--- config.mk ---
export PLATFORM = sky130hd
export DESIGN_NAME = sram_axi_slave_flat
export DESIGN_NICKNAME = d
export VERILOG_FILES = /design/src/rtl/sram_axi_slave_if.sv /design/src/rtl/sram_axi_slave.sv /design/src/flat_wrapper.sv
export SDC_FILE = /design/constraint.sdc
export NUM_CORES = 1
export LEC_CHECK = 0
export BUFFER_PORTS_ARGS = -buffer_cell sky130_fd_sc_hd__buf_2
export CAP_MARGIN = 20
export CORE_AREA = 2 2 109 111
export CTS_BUF_LIST = sky130_fd_sc_hd__clkbuf_4 sky130_fd_sc_hd__clkbuf_8 sky130_fd_sc_hd__clkbuf_16
export CTS_CLUSTER_SIZE = 25
export DETAILED_ROUTE_END_ITERATION = 16
export DIE_AREA = 0 0 111 113
export GPL_TIMING_DRIVEN = 0
export PLACE_DENSITY = 0.61
export SLEW_MARGIN = 10
export SYNTH_ARGS = -nofsm -noshare
export SYNTH_HDL_FRONTEND = slang
export SYNTH_SLANG_ARGS = --single-unit
--- constraint.sdc ---
create_clock -name clk -period 3.4 [get_ports clk]
set_clock_uncertainty 0.2 [all_clocks]
set_input_delay 0.68 -clock clk [delete_from_list [all_inputs] [get_ports clk]]
set_output_delay 0.68 -clock clk [all_outputs]
set_load 0.03 [all_outputs]
--- src/rtl/sram_axi_slave_if.sv ---
`default_nettype none
// ============================================================================
//  Module   : sram_axi_slave_if
//  Purpose  : AXI read/write channel bundle between the CDC bridge slave
//             port (master side) and the SRAM slave engine (slave side).
//  Revision : 1.0  initial release
// ============================================================================
interface sram_axi_slave_if;

    // Read address channel
    logic [7:0]  ARID_S;
    logic [31:0] ARADDR_S;
    logic [3:0]  ARLEN_S;
    logic [2:0]  ARSIZE_S;
    logic [1:0]  ARBURST_S;
    logic        ARVALID_S;
    logic        ARREADY_S;

    // Read data channel
    logic [7:0]  RID_S;
    logic [31:0] RDATA_S;
    logic [1:0]  RRESP_S;
    logic        RLAST_S;
    logic        RVALID_S;
    logic        RREADY_S;

    // Write address channel
    logic [7:0]  AWID_S;
    logic [31:0] AWADDR_S;
    logic [3:0]  AWLEN_S;
    logic [2:0]  AWSIZE_S;
    logic [1:0]  AWBURST_S;
    logic        AWVALID_S;
    logic        AWREADY_S;

    // Write data channel
    logic [31:0] WDATA_S;
    logic [3:0]  WSTRB_S;
    logic        WLAST_S;
    logic        WVALID_S;
    logic        WREADY_S;

    // Write response channel
    logic [7:0]  BID_S;
    logic [1:0]  BRESP_S;
    logic        BVALID_S;
    logic        BREADY_S;

    // Bridge side: issues requests, consumes responses
    modport master (
        output ARID_S, ARADDR_S, ARLEN_S, ARSIZE_S, ARBURST_S, ARVALID_S,
        input  ARREADY_S,
        input  RID_S, RDATA_S, RRESP_S, RLAST_S, RVALID_S,
        output RREADY_S,
        output AWID_S, AWADDR_S, AWLEN_S, AWSIZE_S, AWBURST_S, AWVALID_S,
        input  AWREADY_S,
        output WDATA_S, WSTRB_S, WLAST_S, WVALID_S,
        input  WREADY_S,
        input  BID_S, BRESP_S, BVALID_S,
        output BREADY_S
    );

    // Engine side: accepts requests, produces responses
    modport slave (
        input  ARID_S, ARADDR_S, ARLEN_S, ARSIZE_S, ARBURST_S, ARVALID_S,
        output ARREADY_S,
        output RID_S, RDATA_S, RRESP_S, RLAST_S, RVALID_S,
        input  RREADY_S,
        input  AWID_S, AWADDR_S, AWLEN_S, AWSIZE_S, AWBURST_S, AWVALID_S,
        output AWREADY_S,
        input  WDATA_S, WSTRB_S, WLAST_S, WVALID_S,
        output WREADY_S,
        output BID_S, BRESP_S, BVALID_S,
        input  BREADY_S
    );

endinterface
`default_nettype wire

--- src/rtl/sram_axi_slave.sv ---
`default_nettype none
// ============================================================================
//  Module   : sram_axi_slave
//  Purpose  : Single-transaction AXI slave engine serving a single-port
//             synchronous 32-bit SRAM one beat at a time. Writes win over
//             reads when both address channels are valid together.
//  Revision : 1.0  initial release
// ============================================================================
module sram_axi_slave #(
    parameter int ADDR_WIDTH = 14
) (
    input  wire logic                  clk,
    input  wire logic                  rst,
    sram_axi_slave_if.slave            axi,
    output logic                       sram_cs,
    output logic [3:0]                 sram_we,
    output logic [ADDR_WIDTH-1:0]      sram_addr,
    output logic [31:0]                sram_wdata,
    input  wire logic [31:0]           sram_rdata
);

    typedef enum logic [2:0] {
        S_IDLE    = 3'd0,
        S_RD_REQ  = 3'd1,
        S_RD_DATA = 3'd2,
        S_WR_DATA = 3'd3,
        S_WR_RESP = 3'd4
    } state_t;

    localparam logic [1:0]            c_BURST_FIXED = 2'b00;
    localparam logic [1:0]            c_RESP_OKAY   = 2'b00;
    localparam logic [1:0]            c_RESP_SLVERR = 2'b10;
    localparam logic [ADDR_WIDTH-1:0] c_ADDR_ONE    = {{(ADDR_WIDTH-1){1'b0}}, 1'b1};

    // Transaction context captured at the address handshake
    state_t                 r_state;
    logic [7:0]             r_id;
    logic [ADDR_WIDTH-1:0]  r_addr;
    logic [3:0]             r_len;
    logic [3:0]             r_cnt;
    logic [1:0]             r_burst;
    logic                   r_err;

    logic                   w_last;
    logic [ADDR_WIDTH-1:0]  w_next_addr;
    logic [ADDR_WIDTH-1:0]  w_ar_word;
    logic [ADDR_WIDTH-1:0]  w_aw_word;
    logic                   w_wlast_bad;

    logic                   w_arready;
    logic                   w_awready;
    logic                   w_wready;
    logic                   w_rvalid;
    logic [31:0]            w_rdata;
    logic [7:0]             w_rid;
    logic                   w_rlast;
    logic                   w_bvalid;
    logic [7:0]             w_bid;
    logic [1:0]             w_bresp;
    logic                   w_cs;
    logic [3:0]             w_we;
    logic [ADDR_WIDTH-1:0]  w_addr;
    logic [31:0]            w_wdata;

    // Byte-lane and out-of-range address bits plus SIZE carry no meaning here
    logic                   w_unused_bits;
    assign w_unused_bits = ^{axi.ARADDR_S[31:ADDR_WIDTH+2], axi.ARADDR_S[1:0],
                             axi.AWADDR_S[31:ADDR_WIDTH+2], axi.AWADDR_S[1:0],
                             axi.ARSIZE_S, axi.AWSIZE_S};

    assign w_ar_word   = axi.ARADDR_S[ADDR_WIDTH+1:2];
    assign w_aw_word   = axi.AWADDR_S[ADDR_WIDTH+1:2];
    assign w_last      = (r_cnt == r_len);
    // FIXED bursts replay one word; every other burst type walks upward and
    // wraps naturally at the top of the macro
    assign w_next_addr = (r_burst == c_BURST_FIXED) ? r_addr : (r_addr + c_ADDR_ONE);
    // WLAST only flags a protocol error; the beat count comes from LEN alone
    assign w_wlast_bad = (axi.WLAST_S != w_last);

    // Output decode from the current state and this cycle's inputs
    always_comb begin
        w_arready = 1'b0;
        w_awready = 1'b0;
        w_wready  = 1'b0;
        w_rvalid  = 1'b0;
        w_rdata   = 32'd0;
        w_rid     = 8'd0;
        w_rlast   = 1'b0;
        w_bvalid  = 1'b0;
        w_bid     = 8'd0;
        w_bresp   = c_RESP_OKAY;
        w_cs      = 1'b0;
        w_we      = 4'b0000;
        w_addr    = {ADDR_WIDTH{1'b0}};
        w_wdata   = 32'd0;
        case (r_state)
            S_IDLE: begin
                w_awready = axi.AWVALID_S;
                w_arready = axi.ARVALID_S & ~axi.AWVALID_S;
            end
            S_RD_REQ: begin
                w_cs   = 1'b1;
                w_addr = r_addr;
            end
            S_RD_DATA: begin
                // SRAM output holds until the next access, so R stays stable
                w_rvalid = 1'b1;
                w_rdata  = sram_rdata;
                w_rid    = r_id;
                w_rlast  = w_last;
            end
            S_WR_DATA: begin
                w_wready = 1'b1;
                if (axi.WVALID_S) begin
                    w_cs    = 1'b1;
                    w_we    = axi.WSTRB_S;
                    w_addr  = r_addr;
                    w_wdata = axi.WDATA_S;
                end
            end
            S_WR_RESP: begin
                w_bvalid = 1'b1;
                w_bid    = r_id;
                w_bresp  = r_err ? c_RESP_SLVERR : c_RESP_OKAY;
            end
            default: begin
            end
        endcase
    end

    // Transaction sequencer: address capture, beat counting, response hand-off
    always_ff @(posedge clk or posedge rst) begin
        if (rst) begin
            r_state <= S_IDLE;
            r_id    <= 8'd0;
            r_addr  <= {ADDR_WIDTH{1'b0}};
            r_len   <= 4'd0;
            r_cnt   <= 4'd0;
            r_burst <= 2'b00;
            r_err   <= 1'b0;
        end else begin
            case (r_state)
                S_IDLE: begin
                    if (axi.AWVALID_S) begin
                        r_id    <= axi.AWID_S;
                        r_addr  <= w_aw_word;
                        r_len   <= axi.AWLEN_S;
                        r_burst <= axi.AWBURST_S;
                        r_cnt   <= 4'd0;
                        r_err   <= 1'b0;
                        r_state <= S_WR_DATA;
                    end else if (axi.ARVALID_S) begin
                        r_id    <= axi.ARID_S;
                        r_addr  <= w_ar_word;
                        r_len   <= axi.ARLEN_S;
                        r_burst <= axi.ARBURST_S;
                        r_cnt   <= 4'd0;
                        r_err   <= 1'b0;
                        r_state <= S_RD_REQ;
                    end
                end
                S_RD_REQ: begin
                    r_state <= S_RD_DATA;
                end
                S_RD_DATA: begin
                    if (axi.RREADY_S) begin
                        if (w_last) begin
                            r_state <= S_IDLE;
                        end else begin
                            r_cnt   <= r_cnt + 4'd1;
                            r_addr  <= w_next_addr;
                            r_state <= S_RD_REQ;
                        end
                    end
                end
                S_WR_DATA: begin
                    if (axi.WVALID_S) begin
                        r_err <= r_err | w_wlast_bad;
                        if (w_last) begin
                            r_state <= S_WR_RESP;
                        end else begin
                            r_cnt  <= r_cnt + 4'd1;
                            r_addr <= w_next_addr;
                        end
                    end
                end
                S_WR_RESP: begin
                    if (axi.BREADY_S) begin
                        r_state <= S_IDLE;
                    end
                end
                default: begin
                    r_state <= S_IDLE;
                end
            endcase
        end
    end

    assign axi.ARREADY_S = w_arready;
    assign axi.AWREADY_S = w_awready;
    assign axi.WREADY_S  = w_wready;
    assign axi.RVALID_S  = w_rvalid;
    assign axi.RDATA_S   = w_rdata;
    assign axi.RID_S     = w_rid;
    assign axi.RRESP_S   = c_RESP_OKAY;
    assign axi.RLAST_S   = w_rlast;
    assign axi.BVALID_S  = w_bvalid;
    assign axi.BID_S     = w_bid;
    assign axi.BRESP_S   = w_bresp;

    assign sram_cs    = w_cs;
    assign sram_we    = w_we;
    assign sram_addr  = w_addr;
    assign sram_wdata = w_wdata;

endmodule
`default_nettype wire

--- src/flat_wrapper.sv ---
// flat-port wrapper written by rule: the top's interface ports become plain ports
module sram_axi_slave_flat 
#(
    parameter int ADDR_WIDTH = 14
)
  (clk, rst, sram_cs, sram_we, sram_addr, sram_wdata, sram_rdata, axi_ARID_S, axi_ARADDR_S, axi_ARLEN_S, axi_ARSIZE_S, axi_ARBURST_S, axi_ARVALID_S, axi_ARREADY_S, axi_RID_S, axi_RDATA_S, axi_RRESP_S, axi_RLAST_S, axi_RVALID_S, axi_RREADY_S, axi_AWID_S, axi_AWADDR_S, axi_AWLEN_S, axi_AWSIZE_S, axi_AWBURST_S, axi_AWVALID_S, axi_AWREADY_S, axi_WDATA_S, axi_WSTRB_S, axi_WLAST_S, axi_WVALID_S, axi_WREADY_S, axi_BID_S, axi_BRESP_S, axi_BVALID_S, axi_BREADY_S);
  sram_axi_slave_if axi_i ();
  input  wire logic clk;
  input  wire logic rst;
  output logic sram_cs;
  output logic [3:0] sram_we;
  output logic [ADDR_WIDTH-1:0] sram_addr;
  output logic [31:0] sram_wdata;
  input  wire logic [31:0] sram_rdata;
  input wire logic [$bits(axi_i.ARID_S)-1:0] axi_ARID_S;
  input wire logic [$bits(axi_i.ARADDR_S)-1:0] axi_ARADDR_S;
  input wire logic [$bits(axi_i.ARLEN_S)-1:0] axi_ARLEN_S;
  input wire logic [$bits(axi_i.ARSIZE_S)-1:0] axi_ARSIZE_S;
  input wire logic [$bits(axi_i.ARBURST_S)-1:0] axi_ARBURST_S;
  input wire logic [$bits(axi_i.ARVALID_S)-1:0] axi_ARVALID_S;
  output wire logic [$bits(axi_i.ARREADY_S)-1:0] axi_ARREADY_S;
  output wire logic [$bits(axi_i.RID_S)-1:0] axi_RID_S;
  output wire logic [$bits(axi_i.RDATA_S)-1:0] axi_RDATA_S;
  output wire logic [$bits(axi_i.RRESP_S)-1:0] axi_RRESP_S;
  output wire logic [$bits(axi_i.RLAST_S)-1:0] axi_RLAST_S;
  output wire logic [$bits(axi_i.RVALID_S)-1:0] axi_RVALID_S;
  input wire logic [$bits(axi_i.RREADY_S)-1:0] axi_RREADY_S;
  input wire logic [$bits(axi_i.AWID_S)-1:0] axi_AWID_S;
  input wire logic [$bits(axi_i.AWADDR_S)-1:0] axi_AWADDR_S;
  input wire logic [$bits(axi_i.AWLEN_S)-1:0] axi_AWLEN_S;
  input wire logic [$bits(axi_i.AWSIZE_S)-1:0] axi_AWSIZE_S;
  input wire logic [$bits(axi_i.AWBURST_S)-1:0] axi_AWBURST_S;
  input wire logic [$bits(axi_i.AWVALID_S)-1:0] axi_AWVALID_S;
  output wire logic [$bits(axi_i.AWREADY_S)-1:0] axi_AWREADY_S;
  input wire logic [$bits(axi_i.WDATA_S)-1:0] axi_WDATA_S;
  input wire logic [$bits(axi_i.WSTRB_S)-1:0] axi_WSTRB_S;
  input wire logic [$bits(axi_i.WLAST_S)-1:0] axi_WLAST_S;
  input wire logic [$bits(axi_i.WVALID_S)-1:0] axi_WVALID_S;
  output wire logic [$bits(axi_i.WREADY_S)-1:0] axi_WREADY_S;
  output wire logic [$bits(axi_i.BID_S)-1:0] axi_BID_S;
  output wire logic [$bits(axi_i.BRESP_S)-1:0] axi_BRESP_S;
  output wire logic [$bits(axi_i.BVALID_S)-1:0] axi_BVALID_S;
  input wire logic [$bits(axi_i.BREADY_S)-1:0] axi_BREADY_S;
  assign axi_i.ARID_S = axi_ARID_S;
  assign axi_i.ARADDR_S = axi_ARADDR_S;
  assign axi_i.ARLEN_S = axi_ARLEN_S;
  assign axi_i.ARSIZE_S = axi_ARSIZE_S;
  assign axi_i.ARBURST_S = axi_ARBURST_S;
  assign axi_i.ARVALID_S = axi_ARVALID_S;
  assign axi_ARREADY_S = axi_i.ARREADY_S;
  assign axi_RID_S = axi_i.RID_S;
  assign axi_RDATA_S = axi_i.RDATA_S;
  assign axi_RRESP_S = axi_i.RRESP_S;
  assign axi_RLAST_S = axi_i.RLAST_S;
  assign axi_RVALID_S = axi_i.RVALID_S;
  assign axi_i.RREADY_S = axi_RREADY_S;
  assign axi_i.AWID_S = axi_AWID_S;
  assign axi_i.AWADDR_S = axi_AWADDR_S;
  assign axi_i.AWLEN_S = axi_AWLEN_S;
  assign axi_i.AWSIZE_S = axi_AWSIZE_S;
  assign axi_i.AWBURST_S = axi_AWBURST_S;
  assign axi_i.AWVALID_S = axi_AWVALID_S;
  assign axi_AWREADY_S = axi_i.AWREADY_S;
  assign axi_i.WDATA_S = axi_WDATA_S;
  assign axi_i.WSTRB_S = axi_WSTRB_S;
  assign axi_i.WLAST_S = axi_WLAST_S;
  assign axi_i.WVALID_S = axi_WVALID_S;
  assign axi_WREADY_S = axi_i.WREADY_S;
  assign axi_BID_S = axi_i.BID_S;
  assign axi_BRESP_S = axi_i.BRESP_S;
  assign axi_BVALID_S = axi_i.BVALID_S;
  assign axi_i.BREADY_S = axi_BREADY_S;
  sram_axi_slave #(.ADDR_WIDTH(ADDR_WIDTH)) u_core (.clk(clk), .rst(rst), .axi(axi_i), .sram_cs(sram_cs), .sram_we(sram_we), .sram_addr(sram_addr), .sram_wdata(sram_wdata), .sram_rdata(sram_rdata));
endmodule
==> flow_metrics.env, run 1 <==
export IMPL_fp_dieH_um=113
export IMPL_syn_to_final_growth_pct=49.31
export IMPL_ys_ff_latch=36
export IMPL_critical_path_arrival_ns=2.26
export IMPL_r2r_end="u_core.r_cnt[2]"
export IMPL_viasPerCell=4.930
export IMPL_crit_path_frequent_cell="buf_2"
export IMPL_dieWidth_um=111
export IMPL_clkPwrFrac=0.121
export IMPL_antenna_found_initial=0
export IMPL_netSwitchingFraction=0.5330
export IMPL_core_area_um2=11270
export IMPL_clk_path_buf_depth=2
export IMPL_htree_levels=2
export IMPL_holdPathStages=2
export IMPL_layout_nets=789
export IMPL_post_cts_buffers=0
export IMPL_routed_wl_um=12730
export IMPL_grtUsageTotal=0.1943
export IMPL_critPathBufInv=3
export IMPL_syn_area_um2=3068
export IMPL_top_usage_layer="met2"
export IMPL_max_stage_delay_ns=0.43
export IMPL_antenna_cells=0
export IMPL_ir_worst_vdd_mv=0.3142
export IMPL_cp_required_ns=2.52
export IMPL_relSlewSlack=0.4735
export IMPL_async_flop_share=1.000
export IMPL_yosysWarnings=0
export IMPL_place_area_um2=4436
export IMPL_post_route_cell_area_um2=4581
export IMPL_rows=39
export IMPL_grt_max_degree=37
export IMPL_io_buffers=236
export IMPL_cts_num_sinks=36
export IMPL_synth_top_area_frac=0.2936
export IMPL_yosysTopAreaCell="dfrtp_1"
export IMPL_outcome="complete, no violations"
export IMPL_overflow=0
export IMPL_synth_most_common_cell="and2_1"
export IMPL_cts_root_buffer="clkbuf_16"
export IMPL_ant_nets=0
export IMPL_crit_path_end_kind="output port"
export IMPL_r2r_cells=5
export IMPL_slowest_stage="dfrtp_1"
export IMPL_grt_pass1_vias=3622
export IMPL_period_minus_slack_ns=3.140
export IMPL_drt_iter0_drc=190
export IMPL_pin_count=283
export IMPL_die_area_um2=12540
export IMPL_p_leak_uw=0.002490
export IMPL_initial_utilization=0.2722
export IMPL_cts_resized=0
export IMPL_vias=3732
export IMPL_worstSetupStartpointType="flop"
export IMPL_clk_pin_slew_worst_paths_ns=0.06
export IMPL_cp_top_family="buffers and inverters"
export IMPL_maxCapViolations=0
export IMPL_yosysUniqueCellTypes=60
export IMPL_drt_wirelength_per_cell_um=16.81
export IMPL_netlist_instances=369
export IMPL_synth_common_cells="and2_1, dfrtp_1, nand2_1"
export IMPL_hold_viol=0
export IMPL_cts_buffers=5
export IMPL_holdCritPathClass="flop to flop"
export IMPL_p_seq_frac=0.214
export IMPL_synthFlopType="dfrtp_1"
export IMPL_hp_start="u_core.r_err"
export IMPL_grt_setup_unrepaired="no"
export IMPL_crit_chain="buf_2 -> nor2b_1 -> and3_1 -> clkbuf_1 -> and2_1 -> buf_2"
export IMPL_intPower_uw=1794
export IMPL_dr_pass1_iters=7
export IMPL_syn_area_per_cell_um2=8.314
export IMPL_cp_startpoint="u_core.r_state[0]"
export IMPL_fmax_mhz=318.4
export IMPL_grt_use_met3=0.05517
export IMPL_use_met1=0.2356
export IMPL_finalSetupTns_ns=0
export IMPL_cts_hold_buf=0
export IMPL_worstSetupPathType="flop to output port"
export IMPL_yosys_top_cells_area="dfrtp_1, and2_1, mux2i_1, nand2_1, o21ai_0"
export IMPL_post_route_period_util=0.9236
export IMPL_setup_viol=0
export IMPL_drcViolationCount=0
export IMPL_synth_edf_count=0
export IMPL_power_density_nw_per_um2=838.5
export IMPL_cts_tree="built"
export IMPL_grtUsageMet2=0.3452
export IMPL_drive_above_1_share=0.4414
export IMPL_net_switching_power_uw=2047
export IMPL_clk_latency_ns=0.28
export IMPL_grt_first_pass_wirelength_um=19380
export IMPL_finalMaxSlewViolations=0
export IMPL_seq_area_frac_synth=0.2936
export IMPL_dp_hpwl_um=10560
export IMPL_p_comb_frac=0.665
export IMPL_r2r_start="u_core.r_cnt[1]"
export IMPL_place_gp_congestion=0.9591
export IMPL_worst_pin_slew_ns=0.7887
export IMPL_worstPathMaxFanout=10
export IMPL_rrSetupSlack_ns=1.08
export IMPL_hold_end="u_core.r_err"
[flip-flops by register name, indices dropped and copies added (netlist names)]
register and count:
u_core.r_addr 14, u_core.r_state 3, u_core.r_cnt 4, u_core.r_err 1, u_core.r_burst 2, u_core.r_len 4
u_core.r_id 8
[layout make-up]
type	instances	area, um2
clock inverter	2	10.01
multi-input combinational	300	2001
buffer	30	155.1
tap	143	178.9
sequential	36	900.9
inverter	4	15.01
clock buffer	6	138.9
timing repair buffer	236	1181
fill	1173	6691
[layer usage]
| layer | vias up | part of all wire |
|---|---|---|
| li1 | 1783 | - |
| met1 | 1731 | 0.39 |
| met2 | 201 | 0.50 |
| met3 | 17 | 0.096 |
| met4 | 0 | 0.015 |
| met5 | - | 0 |
[worst max path at each step]
stage / endpoint / slack [ns] / depth (start not counted)
6_report: sram_wdata[29] / 0.26 / 6
5_1_grt: sram_wdata[29] / 0.04 / 6
4_1_cts: sram_wdata[28] / 0.15 / 7
3_5_place_dp: sram_wdata[28] / 0.46 / 7
3_3_place_gp: sram_wdata[8] / 0.51 / 7
2_1_floorplan: axi_RLAST_S / 0.46 / 5
[power by group through the flow]
stage          Sequential [uW]  Clock, uW  Combinational (uW)
2_1_floorplan              766          0                1850
3_3_place_gp               818          0                2540
3_5_place_dp               826          0                2560
4_1_cts                    819        472                2570
5_1_grt                    852        498                2770
6_report                   820        466                2560
[kinds of logic after synthesis]
group / after synthesis / synth area share
AO/OA/AOI/OAI: 68 / 0.1648
XOR/XNOR: 5 / 0.01427
adder cells (fa/ha/maj): 2 / 0.008155
buffers and inverters: 35 / 0.05669
flip-flops: 36 / 0.2936
multiplexers: 29 / 0.09665
other: 1 / 0.001222
AND/OR/NAND/NOR: 193 / 0.3646
[layout by cell type (no fill, tap or decap), types with 3 or more instances in the layout]
cell	n
buf_2	246
mux2i_1	24
o21ai_1	8
clkbuf_1	13
o21ai_0	13
nor2b_1	5
nand4_1	7
a21oi_1	8
o211ai_1	4
and2_1	101
a32o_1	5
nand2b_1	3
nor4_1	3
nor2_1	13
nand2_1	28
nor3_1	7
clkbuf_16	5
buf_4	3
dfrtp_1	36
conb_1	3
o22ai_1	4
xor2_1	4
and3_1	5
nand3_1	6
or4_1	5
mux2_2	4
[stage by stage]
stage	hold slack, ns	cells	worst slack, ns	util	total power, uW
CTS	0.2882	758	0.1455	0.4067	3861
floorplan	0.2474	371	0.4553	-	2615
detailed placement	0.2756	750	0.4592	0.3935	3388
global placement	0.2671	750	0.5085	0.3935	3359
global route	0.3266	757	0.03501	0.4064	4120
finish	0.2767	757	0.2596	0.4064	3841
[worst reg2reg max path: stages (launching register included)]
cell	delay (ns)
dfrtp_1	0.42
xor2_1	0.20
nor4_2	0.65
buf_2	0.37
nor4b_1	0.09
a211o_1	0.27
No activity file was read; power rests on OpenSTA's default activity.
==> run 2: changes to the inputs <==
--- a/config.mk
+++ b/config.mk
@@ -7,13 +7,13 @@
 export LEC_CHECK = 0
 export BUFFER_PORTS_ARGS = -buffer_cell sky130_fd_sc_hd__buf_2
 export CAP_MARGIN = 20
-export CORE_AREA = 2 2 109 111
+export CORE_AREA = 2 2 110 112
 export CTS_BUF_LIST = sky130_fd_sc_hd__clkbuf_4 sky130_fd_sc_hd__clkbuf_8 sky130_fd_sc_hd__clkbuf_16
 export CTS_CLUSTER_SIZE = 25
 export DETAILED_ROUTE_END_ITERATION = 16
-export DIE_AREA = 0 0 111 113
+export DIE_AREA = 0 0 112 114
 export GPL_TIMING_DRIVEN = 0
-export PLACE_DENSITY = 0.61
+export PLACE_DENSITY = 0.6
 export SLEW_MARGIN = 10
 export SYNTH_ARGS = -nofsm -noshare
 export SYNTH_HDL_FRONTEND = slang
==> run 2 against run 1 <==
  * Via count fell by 0.67%
  * Flip-flop and latch count unchanged
  * Clock-buffer cell count is 1 lower
  * Register-to-register slack improved by 0.04 ns
  * Wire length grew 1.5%
  * Die area is 1.8% higher
  * Critical path depth stayed put
  * Total power grew 2.2%
  * Combinational power about the same
  * Utilization decreased by 1.3 points
  * Critical endpoint is now axi_RLAST_S
==> flow_metrics.env, run 2 (synthesis gave the netlist of run 1 again) <==
export IMPL_fin_cells=761
export IMPL_drt_iter0_drc=160
export IMPL_finalSetupTns_ns=0
export IMPL_layout_nets=789
export IMPL_place_inst=754
export IMPL_viasPerCell=4.871
export IMPL_fmax_mhz=319.4
export IMPL_r2r_cells=5
export IMPL_cts_num_sinks=36
export IMPL_largest_reg_flops=14
export IMPL_crit_path_end_kind="output port"
export IMPL_ant_nets=0
export IMPL_maxCapViolations=0
export IMPL_grt_first_pass_wirelength_um=19530
export IMPL_critical_path_arrival_ns=2.25
export IMPL_rows=40
export IMPL_ir_worst_vdd_mv=0.3828
export IMPL_finalWorstSetupSlack_ns=0.2687
export IMPL_period_minus_slack_ns=3.131
export IMPL_cp_required_ns=2.52
export IMPL_finalPower_uw=3926
export IMPL_place_gp_congestion=0.9756
export IMPL_critPathBufInv=3
export IMPL_dr_pass1_iters=4
export IMPL_antenna_cells=0
export IMPL_finalMaxSlewViolations=0
export IMPL_r2r_start="u_core.r_cnt[1]"
export IMPL_cts_resized=0
export IMPL_core_area_um2=11710
export IMPL_die_area_um2=12770
export IMPL_post_route_cell_area_um2=4604
export IMPL_holdPathStages=2
export IMPL_antenna_found_initial=2
export IMPL_routed_wl_um=12910
export IMPL_worstSetupPathType="flop to output port"
export IMPL_clk_latency_ns=0.28
export IMPL_p_leak_uw=0.002493
export IMPL_top_regs="u_core.r_addr (14), u_core.r_id (8)"
export IMPL_r2r_end="u_core.r_cnt[2]"
export IMPL_multi_input_area_um2=2001
export IMPL_relSlewSlack=0.4652
export IMPL_cp_top_family="simple AND/OR/NAND/NOR gates"
export IMPL_worst_pin_slew_ns=0.8010
export IMPL_io_buffers=236
export IMPL_slowest_stage="or4_1"
export IMPL_n_fill_cell=1259
export IMPL_worstPathMaxFanout=10
export IMPL_drive_above_1_share=0.4414
export IMPL_syn_to_final_growth_pct=50.08
export IMPL_grt_setup_unrepaired="no"
export IMPL_grtUsageTotal=0.1946
export IMPL_cp_startpoint="u_core.r_cnt[1]"
export IMPL_clk_path_buf_depth=2
export IMPL_rrSetupSlack_ns=1.12
export IMPL_hp_start="u_core.r_err"
export IMPL_clk_pin_slew_worst_paths_ns=0.06
export IMPL_place_area_um2=4441
export IMPL_pin_count=283
export IMPL_regArea_um2=900.9
export IMPL_overflow=0
export IMPL_drt_wirelength_per_cell_um=16.97
export IMPL_dp_slack_ns=0.4626
export IMPL_max_stage_delay_ns=0.57
export IMPL_outcome="complete, no violations"
export IMPL_cts_root_buffer="clkbuf_16"
export IMPL_hold_end="u_core.r_err"
export IMPL_grt_pass1_vias=3622
export IMPL_holdCritPathClass="flop to flop"
export IMPL_dp_hpwl_um=10600
export IMPL_setup_viol=0
export IMPL_cts_tree="built"
export IMPL_htree_levels=2
export IMPL_drcViolationCount=0
export IMPL_crit_chain="xor2_1 -> or4_1 -> buf_6 -> buf_8 -> nor3_1 -> buf_2"
export IMPL_grt_max_degree=37
export IMPL_fp_dieH_um=114
export IMPL_regMostFlops="u_core.r_addr"
export IMPL_power_density_nw_per_um2=852.7
export IMPL_vias=3707
export IMPL_dieWidth_um=112
export IMPL_initial_utilization=0.2620
export IMPL_post_route_period_util=0.9210
export IMPL_final_cell_mix="buf_2, and2_1, dfrtp_1"
export IMPL_hold_viol=0
export IMPL_cts_buffers=5
export IMPL_layout_commonest_cell="buf_2"
export IMPL_worstSetupStartpointType="flop"
run 2: what timing repair did:
item / in CTS / in global routing
endpoints found under the setup margin: 0 / 10
hold buffers: 0 / 0
hold endpoints to repair: 0 / 0
setup buffers: 0 / 0
run 2: power breakdown:
group / internal, uW / leakage (uW) / switching [uW]
clock: 344 / 0.0000798 / 183
sequential: 630 / 0.000441 / 192
combinational: 876 / 0.00197 / 1700
run 2: per-layer routing:
metal | global-route usage | wire length (um) | vias to the layer above
met5 | 0 | 33 | -
li1 | - | - | 1785
met4 | 0.04634 | 201 | 4
met3 | 0.06376 | 1260 | 19
met1 | 0.2303 | 5073 | 1726
met2 | 0.3438 | 6347 | 173
run 2: layout make-up:
cell class | count | share of cell area
multi-input cells | 300 | 0.4345
repair buffers | 236 | 0.2565
flip-flops and latches | 36 | 0.1957
well taps | 147 | 0.03995
plain buffers | 30 | 0.03370
clock buffers | 5 | 0.02717
clock inverters | 3 | 0.009239
inverters | 4 | 0.003261
run 2: metrics by stage:
stage	hold WS (ns)	utilization
floorplan	0.2474	-
global placement	0.2677	0.3792
detailed placement	0.2777	0.3792
CTS	0.2912	0.3935
global route	0.3304	0.3932
finish	0.2822	0.3932
run 2: worst min-delay path, stage by stage, from the launching register on:
cell	delay (ns)
dfrtp_1	0.34
nand2_1	0.05
o21ai_1	0.06
run 2: how the worst max path moves through the flow:
stage | slack, ns | cells after the start | to
after floorplan | 0.46 | 5 | axi_RLAST_S
after global placement | 0.49 | 5 | axi_ARREADY_S
after detailed placement | 0.46 | 5 | axi_ARREADY_S
after CTS | 0.16 | 7 | sram_wdata[8]
after global routing | 0.06 | 6 | sram_wdata[7]
final | 0.27 | 6 | axi_RLAST_S
